[src/rtl/mqnic_lfc_tx_ctrl.sv]
// Link-level flow control transmit controller: turns a receive-congestion level
// into 802.3x PAUSE (XOFF/XON) MAC control frame requests with periodic XOFF refresh.
`timescale 1ns/1ps

module mqnic_lfc_tx_ctrl #(
  parameter int unsigned MCF_PARAMS_SIZE = 18,
  parameter int unsigned REFRESH_WIDTH   = 16
) (
  input  logic                         clk,
  input  logic                         rst,

  input  logic                         cfg_enable,
  input  logic [47:0]                  cfg_eth_src,
  input  logic [15:0]                  cfg_quanta,
  input  logic [REFRESH_WIDTH-1:0]     cfg_refresh,

  input  logic                         xoff_req,

  output logic                         mcf_valid,
  input  logic                         mcf_ready,
  output logic [47:0]                  mcf_eth_dst,
  output logic [47:0]                  mcf_eth_src,
  output logic [15:0]                  mcf_eth_type,
  output logic [15:0]                  mcf_opcode,
  output logic [MCF_PARAMS_SIZE*8-1:0] mcf_params,

  output logic                         tx_paused,
  output logic                         stat_tx_xoff,
  output logic                         stat_tx_xon
);

  localparam int unsigned PARAMS_W = MCF_PARAMS_SIZE * 8;

  localparam logic [47:0] PAUSE_DST    = 48'h0180C2000001;
  localparam logic [15:0] MAC_CTRL_ETH = 16'h8808;
  localparam logic [15:0] PAUSE_OPCODE = 16'h0001;

  typedef enum logic [1:0] {
    IDLE,
    SEND_XOFF,
    WAIT_REFRESH,
    SEND_XON
  } state_t;

  state_t                   state;
  state_t                   state_next;
  logic [REFRESH_WIDTH-1:0] refresh_cnt;
  logic [REFRESH_WIDTH-1:0] refresh_cnt_next;
  logic                     handshake;
  logic                     enter_xoff;
  logic                     enter_xon;

  // Fixed PAUSE frame header fields.
  assign mcf_eth_dst  = PAUSE_DST;
  assign mcf_eth_type = MAC_CTRL_ETH;
  assign mcf_opcode   = PAUSE_OPCODE;

  // Next-state and refresh counter logic; release has priority over refresh.
  always_comb begin
    state_next       = state;
    refresh_cnt_next = refresh_cnt;
    handshake        = mcf_valid && mcf_ready;

    case (state)
      IDLE: begin
        if (cfg_enable && xoff_req) begin
          state_next = SEND_XOFF;
        end
      end
      SEND_XOFF: begin
        if (handshake) begin
          state_next       = WAIT_REFRESH;
          refresh_cnt_next = cfg_refresh;
        end
      end
      WAIT_REFRESH: begin
        if (refresh_cnt != '0) begin
          refresh_cnt_next = refresh_cnt - REFRESH_WIDTH'(1);
        end
        if (!xoff_req || !cfg_enable) begin
          state_next = SEND_XON;
        end else if (refresh_cnt == REFRESH_WIDTH'(1) && cfg_refresh != '0) begin
          state_next = SEND_XOFF;
        end
      end
      SEND_XON: begin
        if (handshake) begin
          state_next = IDLE;
        end
      end
      default: begin
        state_next = IDLE;
      end
    endcase

    enter_xoff = (state != SEND_XOFF) && (state_next == SEND_XOFF);
    enter_xon  = (state != SEND_XON)  && (state_next == SEND_XON);
  end

  // State, frame request and status registers; fields are latched only on
  // entry to a send state so the request stays stable until accepted.
  always_ff @(posedge clk or posedge rst) begin
    if (rst) begin
      state        <= IDLE;
      refresh_cnt  <= '0;
      mcf_valid    <= 1'b0;
      mcf_eth_src  <= '0;
      mcf_params   <= '0;
      tx_paused    <= 1'b0;
      stat_tx_xoff <= 1'b0;
      stat_tx_xon  <= 1'b0;
    end else begin
      state        <= state_next;
      refresh_cnt  <= refresh_cnt_next;
      mcf_valid    <= (state_next == SEND_XOFF) || (state_next == SEND_XON);
      stat_tx_xoff <= handshake && (state == SEND_XOFF);
      stat_tx_xon  <= handshake && (state == SEND_XON);

      if (handshake && state == SEND_XOFF) begin
        tx_paused <= 1'b1;
      end else if (handshake && state == SEND_XON) begin
        tx_paused <= 1'b0;
      end

      if (enter_xoff) begin
        mcf_eth_src <= cfg_eth_src;
        mcf_params  <= PARAMS_W'(cfg_quanta);
      end else if (enter_xon) begin
        mcf_eth_src <= cfg_eth_src;
        mcf_params  <= '0;
      end
    end
  end

endmodule

[config.mk]
export PLATFORM = sky130hd
export DESIGN_NAME = mqnic_lfc_tx_ctrl
export DESIGN_NICKNAME = d
export VERILOG_FILES = /design/src/rtl/mqnic_lfc_tx_ctrl.sv
export SDC_FILE = /design/constraint.sdc
export NUM_CORES = 1
export LEC_CHECK = 0
export BUFFER_PORTS_ARGS = -buffer_cell sky130_fd_sc_hd__buf_4
export CAP_MARGIN = 0
export CORE_AREA = 2 2 142 144
export DETAILED_ROUTE_END_ITERATION = 10
export DIE_AREA = 0 0 144 146
export PLACE_DENSITY = 0.61
export SKIP_LAST_GASP = 1
export SYNTH_ARGS = -nofsm -noshare
export SYNTH_HDL_FRONTEND = slang
export SYNTH_SLANG_ARGS = --single-unit
[constraint.sdc]
create_clock -name clk -period 6.07 [get_ports clk]
set_input_delay 0.607 -clock clk [delete_from_list [all_inputs] [get_ports clk]]
set_output_delay 0.607 -clock clk [all_outputs]
set_load 0.03 [all_outputs]
---- After elaboration in Yosys (flattened, before gate mapping) ----
Index checks and enable logic that the tools add are counted.
operators by class
  add/subtract/negate cells ............... 1
  eq/ne operators ......................... 10
  mux-type cells .......................... 15
  reductions and logical operators ........ 18
operators by type and width
  operator                                                                  count
  144-bit two-way mux                                                       2
  48-bit two-way mux                                                        2
  16-bit two-way mux                                                        2
  16-bit case mux with 2 select lines                                       1
  16-bit nonzero test                                                       2
  16-bit by 1-bit equality test with 1-bit output (second input constant)   1
  16-bit by 1-bit subtractor with 16-bit output (second input constant)     1
  2-bit two-way mux                                                         5
  2-bit case mux with 4 select lines                                        1
  1-bit logical AND                                                         7
  2-bit equality test (second input constant)                               3
  2-bit inequality test (second input constant)                             3
  2-bit nonzero test                                                        3
  2-bit by 1-bit equality test with 1-bit output (second input constant)    2
  3-bit AND reduction                                                       1
  1-bit logical NOT                                                         2
  2-bit logical NOT                                                         1
  1-bit logical OR                                                          2
  1-bit two-way mux                                                         2
  2-bit by 1-bit inequality test with 1-bit output (second input constant)  1
storage, ports and cells
  bits in registers ....................... 214
  bits of input ports ..................... 85
  output and inout bits ................... 276
  logic and storage cells ................. 52

---- Depth between registers and ports, before layout ----
  depth in word-level cells ............... 9
  mapped depth ............................ 7
  depth with buffers taken out ............ 6

---- Worst setup path before layout ----
No wires, ideal clock.
  path type ............................... reg2reg
  start point ............................. reg refresh_cnt[0]
  end point ............................... reg refresh_cnt[6]
  library setup time ...................... 0.124 ns
  arrival ................................. 2.011 ns
  data required time ...................... 5.946 ns
  path slack .............................. 3.935 ns
  stages on the path, launching flop included .. 8
  path buffers ............................ 1
  period minus slack after synthesis ...... 2.135 ns
  cells stage by stage .................... dfrtp_1 > inv_1 > ha_1 > or3b_1 > clkbuf_1 > or3_1 > a32o_1 > a211o_1
between the ends
  cells in the longest elaborated chain, start to end .. 3
  elaborated cells between the ends (all ways) .. 6
  those cells by class .................... add/sub: 1; eq/ne: 1; mux: 2; reduce/logical: 2
ends and longest elaborated chain
  what                                                                                         line    RTL
  from (decl)                                                                                  47      logic [REFRESH_WIDTH-1:0] refresh_cnt;
  from (signal assigned)                                                                       114     refresh_cnt <= refresh_cnt_next;
  16-bit by 1-bit subtractor with 16-bit output / 16-bit nonzero test (equally long branches)  78, 77
  16-bit two-way mux / 2-bit inequality test (equally long branches)                           n/a
  16-bit case mux with 2 select lines / 3-bit AND reduction (equally long branches)            n/a
Several ways; a longest one is shown, not always the timed one. The select of a mux whose other input is x is not followed.
A chain may end at the register's enable or synchronous reset.

---- Final worst setup path ----
  start point ............................. reg refresh_cnt[0]
  end point ............................... reg refresh_cnt[9]
Same word-level chain as after synthesis.

==> results.yml <==
status:
  status: "complete, no violations"
synth:
  synth_edf_count: 0
  yosysSeqAreaShare: 0.382
  synthArstFlopShare: 1.00
  netlist_area_mm2: 0.00563
  syn_inst: 521
  synth_top_area_frac: 0.382
  yosys_warnings: 0
  synthFlopType: "dfrtp_1"
  yosysUniqueCellTypes: 58
  synth_top_area_cell: "dfrtp_1"
  avgSynthCellArea_um2: 10.8
  synthTopCellsByArea: "dfrtp_1 (38%), buf_4 (28%), mux2_4 (12%)"
  synth-seq-cells: 86
setup_path:
  critPathArrivalTime_ns: 2.96
  path_buf_inv: 1
  worstReg2RegEnd: "refresh_cnt[9]"
  end_kind: "register"
  r2r_slack_ns: 3.27
  cp_top_family: "compound AO/OA/AOI/OAI gates"
  worstReg2RegStart: "refresh_cnt[0]"
  cp.required_ns: 6.24
  cp_max_fo: 12
  slowest_stage: "a21oi_1"
  reg2reg_depth: 6
  crit_type: "reg2reg"
  cpPeakStageDelay_ns: 0.94
  cp-startpoint: "refresh_cnt[0]"
  startpoint_type: "register"
  crit_path_cell_trace: "inv_1, ha_1, nor4b_1, nand4_1, a21oi_1, o221ai_1"
routing:
  routed_wl_um: 12700
  first_pass_iters: 4
  drtIter0Drc: 232
  vias_per_cell: 3.94
  drcViolationCount: 0
  dr_total_vias: 3698
  final_antenna_net_count: 0
  wire_per_inst_um: 13.5
finish:
  fillers: 1996
  final_util: 0.337
  syn2layout_area_growth_pct: 15.8
  fin_nets: 757
  final_area_mm2: 0.00652
  diodes: 0
  fin_cells: 939
  drive_gt1_frac: 0.343
global_route:
  grt.total_usage: 0.117
  antenna_found_initial: 0
  grt_pass1_vias: 3373
  grt_max_degree: 45
  grt-ovfl-total: 0
  grt_pass1_wl_um: 19100
clock_tree:
  cts_tree: "built"
  ctsHoldBuffers: 0
  clock-sinks: 86
  clk_pin_slew_ns: 0.08
  insertion_delay_ns: 0.34
  post_cts_resized: 0
  cts-root-buf: "clkbuf_16"
  cts_buffers: 9
  clk_path_buf_depth: 2
  post_cts_buffers: 0
  cts_max_level: 3
power:
  internal_power_mw: 1.93
  switching_share: 0.452
  ir_drop_mv: 0.249
  switching_power_mw: 1.60
  powerDensity_mw_per_mm2: 542
  power_frac_seq: 0.313
  combPwrFrac: 0.535
  p_clk_frac: 0.152
  cellLeakagePower_nw: 3.43
  p_total_mw: 3.53
floorplanning:
  core_mm2: 0.0193
  boundaryPins: 361
  die_h_um: 146
  die_w_um: 144
  fp-row-count: 51
  start_util: 0.291
  die_area_mm2: 0.0210
sta:
  max_slew.worst_pin.slew_ns: 1.10
  layout_min_cycle_time_ns: 2.80
  clock_skew_ns: 0.0141
  finalSetupViolations: 0
  rsz0062_at_grt: "no"
  finalSetupTns_ns: 0
  fmax_mhz: 358
  drv_slew: 0
  fin_crit_sh: 0.461
  setup_ws_ns: 3.27
  hold_slack_ns: 0.406
  relSlewSlack: 0.267
  hold_viol: 0
placed_design:
  dpl_worst_slack_ns: 3.17
  dpl-instance-area_mm2: 0.00624
  portBuffers: 152
  gp_congestion: 0.795
  hpwl_um: 9670
  place_inst: 923
worst_hold_path:
  hold_class: "in2async"
job:
  drv_cap: 0
power by group through the flow:
stage               combinational, mW  clock, mW  sequential, mW
finish                           1.89      0.537            1.11
global route                     2.01      0.581            1.15
CTS                              1.90      0.560            1.10
detailed placement               1.91          0            1.10
global placement                 1.88          0            1.11
floorplan                        1.02          0            1.50
layout by cell type, fill, tap and decap left out, types with 2 or more instances in the layout:
cell / n
conb_1: 208
buf_4: 156
dfrtp_1: 86
mux2_4: 45
nand2_1: 19
a22o_1: 17
nor2_1: 14
nor4_1: 10
inv_1: 9
clkbuf_16: 9
nor3_1: 7
nand3_1: 7
o21ai_0: 6
nand4_1: 5
a21oi_1: 5
a32o_1: 4
o211ai_1: 4
a221o_1: 3
or3_1: 3
mux2i_1: 3
mux2_2: 3
ha_1: 3
clkinvlp_4: 3
and2_1: 2
and4_1: 2
a31oi_1: 2
clkinv_2: 2
or4_1: 2
a22oi_1: 2
o221ai_1: 2
inv_6: 2
routing by layer:
| metal | wire length (um) | track usage | vias to the layer above |
|---|---|---|---|
| li1 | - | - | 1668 |
| met3 | 1240 | 0.0329 | 11 |
| met2 | 6070 | 0.185 | 235 |
| met1 | 5200 | 0.152 | 1784 |
| met4 | 161 | 0.0417 | 0 |
| met5 | 0 | 0 | - |
cell usage after synthesis (2+ instances only):
cell type	instances
mux2i_1	3
buf_2	2
nor3_1	7
nand4_1	5
a221o_1	3
o211ai_1	4
a22oi_1	2
conb_1	2
nor2_1	14
inv_1	10
or3_1	3
mux2_2	3
and4_1	2
ha_1	3
buf_6	5
dfrtp_1	86
mux2_4	45
or4_1	2
o21ai_0	6
a32o_1	4
buf_4	210
nand3_1	7
a21oi_1	5
nand2_1	19
nor4_1	10
clkbuf_1	8
and2_1	2
a22o_1	17
a31oi_1	2
o221ai_1	2
cell families (layout without fill, tap and decap cells):
group                      count (synthesis)  count (layout)  synth area share
buffers and inverters                    236             183             0.304
DFF                                       86              86             0.382
and+or+nand+nor                           82              82            0.0806
AOI/OAI and AO/OA                         60              60            0.0924
muxes                                     51              51             0.131
adders and majority gates                  3               3           0.00666
other                                      2             208           0.00133
xor gates and xnor gates                   1               1           0.00155
state kept, by name (all words and copies together) (netlist names):
| register | cells |
|---|---|
| mcf_params | 16 |
| refresh_cnt | 16 |
| stat_tx_xoff | 1 |
| tx_paused | 1 |
| stat_tx_xon | 1 |
| state | 2 |
| mcf_eth_src | 48 |
| mcf_valid | 1 |
worst reg2reg max path, cell delays in order, from the launching register on:
cell	delay [ns]
dfrtp_1	0.44
inv_1	0.15
ha_1	0.18
nor4b_1	0.38
nand4_1	0.28
a21oi_1	0.94
o221ai_1	0.25
worst max-delay path by stage:
stage	end	slack, ns	cells past startpoint
2_1_floorplan	mcf_eth_src[0]	3.24	1
3_3_place_gp	mcf_eth_src[21]	3.19	6
4_1_cts	refresh_cnt[9]	3.32	6
5_1_grt	refresh_cnt[9]	3.02	6
6_report	refresh_cnt[9]	3.27	6
3_5_place_dp	mcf_eth_src[21]	3.17	6
cell type report:
cell class | instances | area, um2 | area share
multi-input cells | 405 | 2540 | 0.390
repair buffers | 156 | 1170 | 0.180
clock inverters | 7 | 56.3 | 0.00863
well taps | 265 | 332 | 0.0508
flip-flops and latches | 86 | 2150 | 0.330
clock buffers | 9 | 225 | 0.0345
inverters | 11 | 42.5 | 0.00652
No activity file was read; power rests on OpenSTA's default activity.
